==> src/rtl/alu_issue_stage.sv <==
// Operand-fetch/issue stage feeding the 32-bit ALU: decode, 32xXLEN regfile, registered operands.
// Optional `SCOREBOARD_EN adds per-register pending bits that stall dependent ops until write-back.
module alu_issue_stage #(
  parameter int unsigned NREGS = 32,
  parameter int unsigned XLEN  = 32
) (
  input  logic            CLK,
  input  logic            RST_N,
  input  logic            IN_VALID,
  output logic            IN_READY,
  input  logic [31:0]     INSTR,
  output logic            OUT_VALID,
  input  logic            OUT_READY,
  output logic [XLEN-1:0] S1,
  output logic [XLEN-1:0] S2,
  output logic [3:0]      OpCode,
  output logic [4:0]      RD,
  output logic            ILLEGAL,
  input  logic            WB_EN,
  input  logic [4:0]      WB_RD,
  input  logic [XLEN-1:0] WB_DATA
);

  logic [3:0]      op;
  logic [4:0]      rd, rs1, rs2;
  logic            imm_sel;
  logic [11:0]     imm12;
  logic [XLEN-1:0] rf [NREGS];
  logic [XLEN-1:0] rs1_val, rs2_val, s2_sel;
  logic            illegal;
  logic            accept;
  logic            stall;

  assign op      = INSTR[31:28];
  assign rd      = INSTR[27:23];
  assign rs1     = INSTR[22:18];
  assign rs2     = INSTR[17:13];
  assign imm_sel = INSTR[12];
  assign imm12   = INSTR[11:0];

  assign IN_READY = (!OUT_VALID || OUT_READY) && !stall;
  assign accept   = IN_VALID && IN_READY;

  // r0 is never written, so it stays at its reset value of zero.
  always_ff @(posedge CLK or negedge RST_N) begin
    if (!RST_N) begin
      for (int i = 0; i < int'(NREGS); i++) rf[i] <= '0;
    end else if (WB_EN && WB_RD != 5'd0) begin
      rf[WB_RD] <= WB_DATA;
    end
  end

  // Write-first bypass so a same-cycle write-back is visible to the issuing op.
  always_comb begin
    rs1_val = rf[rs1];
    rs2_val = rf[rs2];
    if (WB_EN && WB_RD == rs1) rs1_val = WB_DATA;
    if (WB_EN && WB_RD == rs2) rs2_val = WB_DATA;
    if (rs1 == 5'd0) rs1_val = '0;
    if (rs2 == 5'd0) rs2_val = '0;
    s2_sel = imm_sel ? {{(XLEN-12){imm12[11]}}, imm12} : rs2_val;
  end

  always_comb begin
    illegal = 1'b1;
    case (op)
      4'd0, 4'd1, 4'd2, 4'd3, 4'd4, 4'd5, 4'd6, 4'd7, 4'd8, 4'd13: illegal = 1'b0;
      default: illegal = 1'b1;
    endcase
  end

`ifdef SCOREBOARD_EN
  logic [NREGS-1:0] pending_q, pending_d;
  logic             haz1, haz2;

  always_comb begin
    haz1  = pending_q[rs1] && !(WB_EN && WB_RD == rs1);
    haz2  = pending_q[rs2] && !(WB_EN && WB_RD == rs2);
    stall = IN_VALID && (haz1 || (!imm_sel && haz2));
  end

  // Set is applied after clear so a new producer of the same rd wins.
  always_comb begin
    pending_d = pending_q;
    if (WB_EN) pending_d[WB_RD] = 1'b0;
    if (accept && rd != 5'd0) pending_d[rd] = 1'b1;
  end

  always_ff @(posedge CLK or negedge RST_N) begin
    if (!RST_N) pending_q <= '0;
    else        pending_q <= pending_d;
  end
`else
  assign stall = 1'b0;
`endif

  always_ff @(posedge CLK or negedge RST_N) begin
    if (!RST_N) begin
      OUT_VALID <= 1'b0;
      S1        <= '0;
      S2        <= '0;
      OpCode    <= '0;
      RD        <= '0;
      ILLEGAL   <= 1'b0;
    end else if (accept) begin
      OUT_VALID <= 1'b1;
      S1        <= rs1_val;
      S2        <= s2_sel;
      OpCode    <= op;
      RD        <= rd;
      ILLEGAL   <= illegal;
    end else if (OUT_READY) begin
      OUT_VALID <= 1'b0;
    end
  end

endmodule
==> config.mk <==
export PLATFORM = sky130hd
export DESIGN_NAME = alu_issue_stage
export DESIGN_NICKNAME = d
export VERILOG_FILES = /design/src/rtl/alu_issue_stage.sv
export SDC_FILE = /design/constraint.sdc
export NUM_CORES = 2
export LEC_CHECK = 0
export BUFFER_PORTS_ARGS = -buffer_cell sky130_fd_sc_hd__buf_2
export CAP_MARGIN = 20
export CORE_UTILIZATION = 30
export CTS_CLUSTER_DIAMETER = 150
export DETAILED_ROUTE_END_ITERATION = 8
export SYNTH_ARGS = -nofsm -noshare
export SYNTH_HDL_FRONTEND = slang
export SYNTH_SLANG_ARGS = --single-unit
export TNS_END_PERCENT = 1
==> constraint.sdc <==
create_clock -name CLK -period 2.31 [get_ports CLK]
set_clock_uncertainty 0.2 [all_clocks]
set_input_delay 0.231 -clock CLK [delete_from_list [all_inputs] [get_ports CLK]]
set_output_delay 0.231 -clock CLK [all_outputs]
set_load 0.01 [all_outputs]
Word level (Yosys, flattened, before mapping)
Memory sizes are Yosys's and may differ from the RTL's. A register that Yosys moved wholly into a read port is not among the register bits.
Cells that the tools add are included.

operators by class
  magnitude comparators = 4
  eq/ne operators = 2
  muxes and demuxes = 16
  bitwise operators = 3
  reduce and logical (&&, ||, !) cells = 12

operators with widths
  cell                                                number
  bitwise mux 1024 bit                                1
  binary-select mux 32 bit (select 5 bit)             2
  two-way mux 32 bit                                  10
  demux 32 bit (select 5 bit)                         1
  >= comparator 6 bit, second input constant          3
  NOT 5 -> 6 bit                                      3
  == test 5 bit                                       2
  zero test 5 bit                                     2
  < comparator 6 x 1 -> 1 bit, second input constant  1
  logical AND 1 bit                                   5
  nonzero test 5 bit                                  1
  zero test 1 bit                                     2
  two-way mux 1 bit                                   2
  nonzero test 2 bit                                  1
  logical OR 1 bit                                    1

word-level totals
  flip-flop bits (word level) = 1098
  bits in read-only memories = 16
  input bits = 74
  output and inout bits = 76
  word-level logic and storage cells = 75
  memories = 1

memory list
  memory           depth  width  rd ports  clocked after memory_dff  write ports  RTL line  text
  (no name shown)  16     1      1         1                         0            66        case (op)

Longest topological paths before layout
  depth in word-level cells = 7
  mapped depth = 9
  gate-level depth less buffers = 5

Worst setup path after synthesis
OpenSTA, ideal clock, no wires.

  kind = in2reg
  from = input port INSTR[18]
  to = register S1[16]
  setup time = 131 ps
  arrival = 1968 ps
  data required time = 1979 ps
  setup slack = 11 ps
  cell stages on the path = 7
  buffers on the path = 3
  cell sequence = buf_2 buf_2 buf_2 mux4_2 mux2_2 o211ai_1 nand3_1

on the way
  longest elaborated chain between the ends = 6
  elaborated cells between the ends (all ways) = 9
  classes of those cells = eq/ne: 1; mux: 5; bitwise: 1; reduce/logical: 2

ends and longest elaborated chain
  what                                                    RTL line  text
  start: declaration                                      11        input logic [31:0] INSTR,
  NOT 5 -> 6 bit (not written as such)                    55        rs1_val = rf[rs1];
  binary-select mux 32 bit (select 5 bit)                 55
  two-way mux 32 bit (not written as such) (2 in series)  55
  two-way mux 32 bit                                      57        if (WB_EN && WB_RD == rs1) rs1_val = WB_DATA;
  two-way mux 32 bit (*)                                  59        if (rs1 == 5'd0) rs1_val = '0;
  end signal: assignment                                  107       S1 <= rs1_val;
  end: declaration                                        14        output logic [XLEN-1:0] S1,

Every way passes the cells marked *; elsewhere a longest branch is shown, timed or not. The select of a mux whose other input is x is not followed.
A chain may end at the register's enable or synchronous reset.

Worst setup path after layout
  from = register OUT_VALID
  to = register S1[31]

on the way
  longest elaborated chain between the ends = 3

ends and longest elaborated chain
  what                      RTL line  text
  start: declaration        12        output logic OUT_VALID,
  start signal: assignment  99        OUT_VALID <= 1'b0;
  start signal: assignment  106       OUT_VALID <= 1'b1;
  start signal: assignment  113       OUT_VALID <= 1'b0;
  zero test 1 bit           41        assign IN_READY = (!OUT_VALID || OUT_READY) && !stall;
  logical OR 1 bit          41
  logical AND 1 bit         42        assign accept = IN_VALID && IN_READY;

No other way between the ends.

==> impl_results.md <==
- M3 GR Usage: approximately 3.1%
- DR WL/cell: between 20 and 30 um
- Yosys warning count: 0
- # Max-Cap Violations: 0
- P_leak: 30.6 nW
- Mapped Nets: between 4000 and 5000
- Vias in the first global route: 41100
- Type of origin of the critical path: flop
- Die W: 441 um
- H-tree depth: 3
- CTS buffer count: around 120
- M2 GR Usage: 32.9%
- Commonest non-fill, non-tap cell in the layout: dfrtp_1
- DRC: 0
- Pwr Density: 830 mW/mm2
- Initial Util: 30.3%
- CP Class: flop to flop
- Finished Layout Cells: roughly 7000
- Post-DP HPWL: between 100000 and 150000 um
- Max Fclk: between 400 and 500 MHz
- Synth top area cells: dfrtp_1, mux2_2, mux4_2
- Final setup fails: 0
- GRT Residual Overflow: 0
- CTS Sinks: around 1100
- Post-synth top area share: 47.5%
- Cell breakdown of the critical path: nand2b_1 -> nand3_1 -> a21oi_4 -> buf_4 -> o211ai_1 -> nand3_1
- Setup WS post-layout: between 0.09 and 0.1 ns
- Final total negative setup slack: 0 ns
- Hold slack: 0.0969 ns
- # rows: between 150 and 200
- Crit path time final: 2.21 ns
- Initial antenna violation count: 17
- Yosys cell types: just over 50
- Most frequent cells in the layout: dfrtp_1, mux2_2, mux4_2, mux2i_1, buf_4
- Die Y-Extent: ~440 um
- Routability cong.: roughly 0.86
- DRT iter0 DRCs: ~3600
- Root Buffer: clkbuf_16
- Global-route wire length before repair: approximately 300000 um
- Share of cells above drive strength 1: between 40 and 50%
- First-pass DRT Iterations: 5
- EDFF count, synth: 0
- Port buffer count: ~150
- Fin crit share: 95.7%
- Vias/cell: roughly 5.7
- Total Routing Usage GR: between 20% and 30%
- Clock buffer depth: 3
- Sequential fraction of the synthesis area: 47.5%
- Worst min-delay path class: input pin to flop
- Status: completed
- CP most frequent cell: nand3_1
- Worst-margin pin slew: between 0.8 and 0.9 ns
- Crit path DAT: around 2.8 ns
- Post-Syn Area: about 0.058 mm2
- Largest net degree at the start of global routing: around 70
- Worst Path Max Fanout: 6
- Syn_area_per_cell: ~14 um2
- Biggest area consumer among synthesized cells: dfrtp_1
- Crit end category: flop
- Met1 GRT Util: 27.8%
- Clk pin slew, worst setup/hold paths: around 0.070 ns
- Via count: approximately 40000
- Peak VDD IR: slightly below 0.0007 V
- Slew HR: a little under half
- Routed WL: 202000 um
- IO Pins: 150
- Post-route ant nets: 0
- Worst path max stage delay: ~0.55 ns
- CTS tree: built
- Cells after synthesis: 4115
- Total chip power: about 0.058 W
- Ys async rst share: between 90% and 100%
- Setup slack at placement: -0.464 ns
- Post_cts resized: 0
- Clk_lat worst skew: roughly 0.8 ns
- Unrepaired setup endpoints after global routing: no
- Placed Cells: 6737
- Hold violation count in the final report: 0
- Req. time, crit path: 2.85 ns
- Core box area: ~0.19 mm2
- Max-slew violations: 0
- Final nets: about 4500
- GRT Max-Usage Layer: met2
- Critical path's slowest cell: a21oi_4
- Die ar.: approximately 0.2 mm2
- Setup bufs post-CTS: 0
- #FFs+latches synth: 1099
- Layout overhead on the synthesized area: 21.3%
- Hold Buf Count CTS: 72
- Synth Flop Type: dfrtp_1
[synthesized netlist by cell type (20+ instances only)]
master,instances
clkbuf_1,268
nor3_1,23
nor2_1,24
nor4_1,33
a2111oi_0,20
dfrtp_1,1099
a211oi_1,20
a21oi_1,26
mux2_2,1079
nor2b_1,25
o22ai_1,107
o31a_1,20
nand2_1,83
nand3_1,107
a22o_1,20
o22a_1,31
mux4_2,334
mux2i_1,310
buf_1,70
o211ai_1,31
a22oi_1,115
mux2_1,69
buf_2,111
[worst paths after layout]
kind / end / start / slack, ns / cells after the start
setup / recovery: S1[31] / OUT_VALID / 0.1 / 6
min in group asynchronous: RD[3] / RST_N / 0.27 / 3
max in group asynchronous: rf[749] / RST_N / 0.54 / 5
setup reg to reg: S1[31] / OUT_VALID / 0.1 / 6
hold reg to reg: rf[1019] / rf[1019] / 0.20 / 0
hold / removal: S2[27] / INSTR[12] / 0.1 / 6
[kinds of logic after synthesis]
family | count (synthesis) | synth area share (%)
xor gates and xnor gates | 11 | 0.167
muxes | 1792 | 40.7
buffers and inverters | 461 | 3.32
and+or+nand+nor | 332 | 2.94
DFF | 1099 | 47.5
AOI/OAI and AO/OA | 420 | 5.32
[where the power goes]
| part | total (W) | internal [W] | switching (W) |
|---|---|---|---|
| clock | 0.0205 | 0.0120 | 0.00846 |
| sequential | 0.0258 | 0.0229 | 0.00292 |
| combinational | 0.0119 | 0.00695 | 0.00496 |
[per-layer routing]
metal | part of all wire [%] | wire length (um)
met4 | 4.3 | 8710
met5 | 0.018 | 36
met3 | 6.6 | 13400
met2 | 47 | 95300
met1 | 42 | 84900
[per-stage QoR]
step	utilization (%)	cell area, um2
2_1_floorplan	-	57900
3_3_place_gp	34.2	65300
3_5_place_dp	34.2	65300
4_1_cts	36.8	70200
5_1_grt	36.8	70200
6_report	36.8	70200
[worst max-delay path: cells and delay by family (launching register included)]
family          cells  cell delay (ns)
flops               1             0.38
buf+inv             1             0.26
compound gates      2             0.71
simple gates        3             0.60
[layout make-up]
cell class                 instances  area (um2)
sequential                      1099       27500
clock buffer                     168        3360
timing repair buffer             644        6650
multi-input combinational       2555       28700
antenna                            4        10.0
tap                             2511        3140
clock inverter                    49         797
fill                           18000      121000
[sequential cells by signal, indices dropped and copies added (netlist names)]
name,cells
S1,32
rf,1024
OUT_VALID,1
OpCode,4
RD,5
ILLEGAL,1
S2,32
Power figures use the tool's default switching activity.
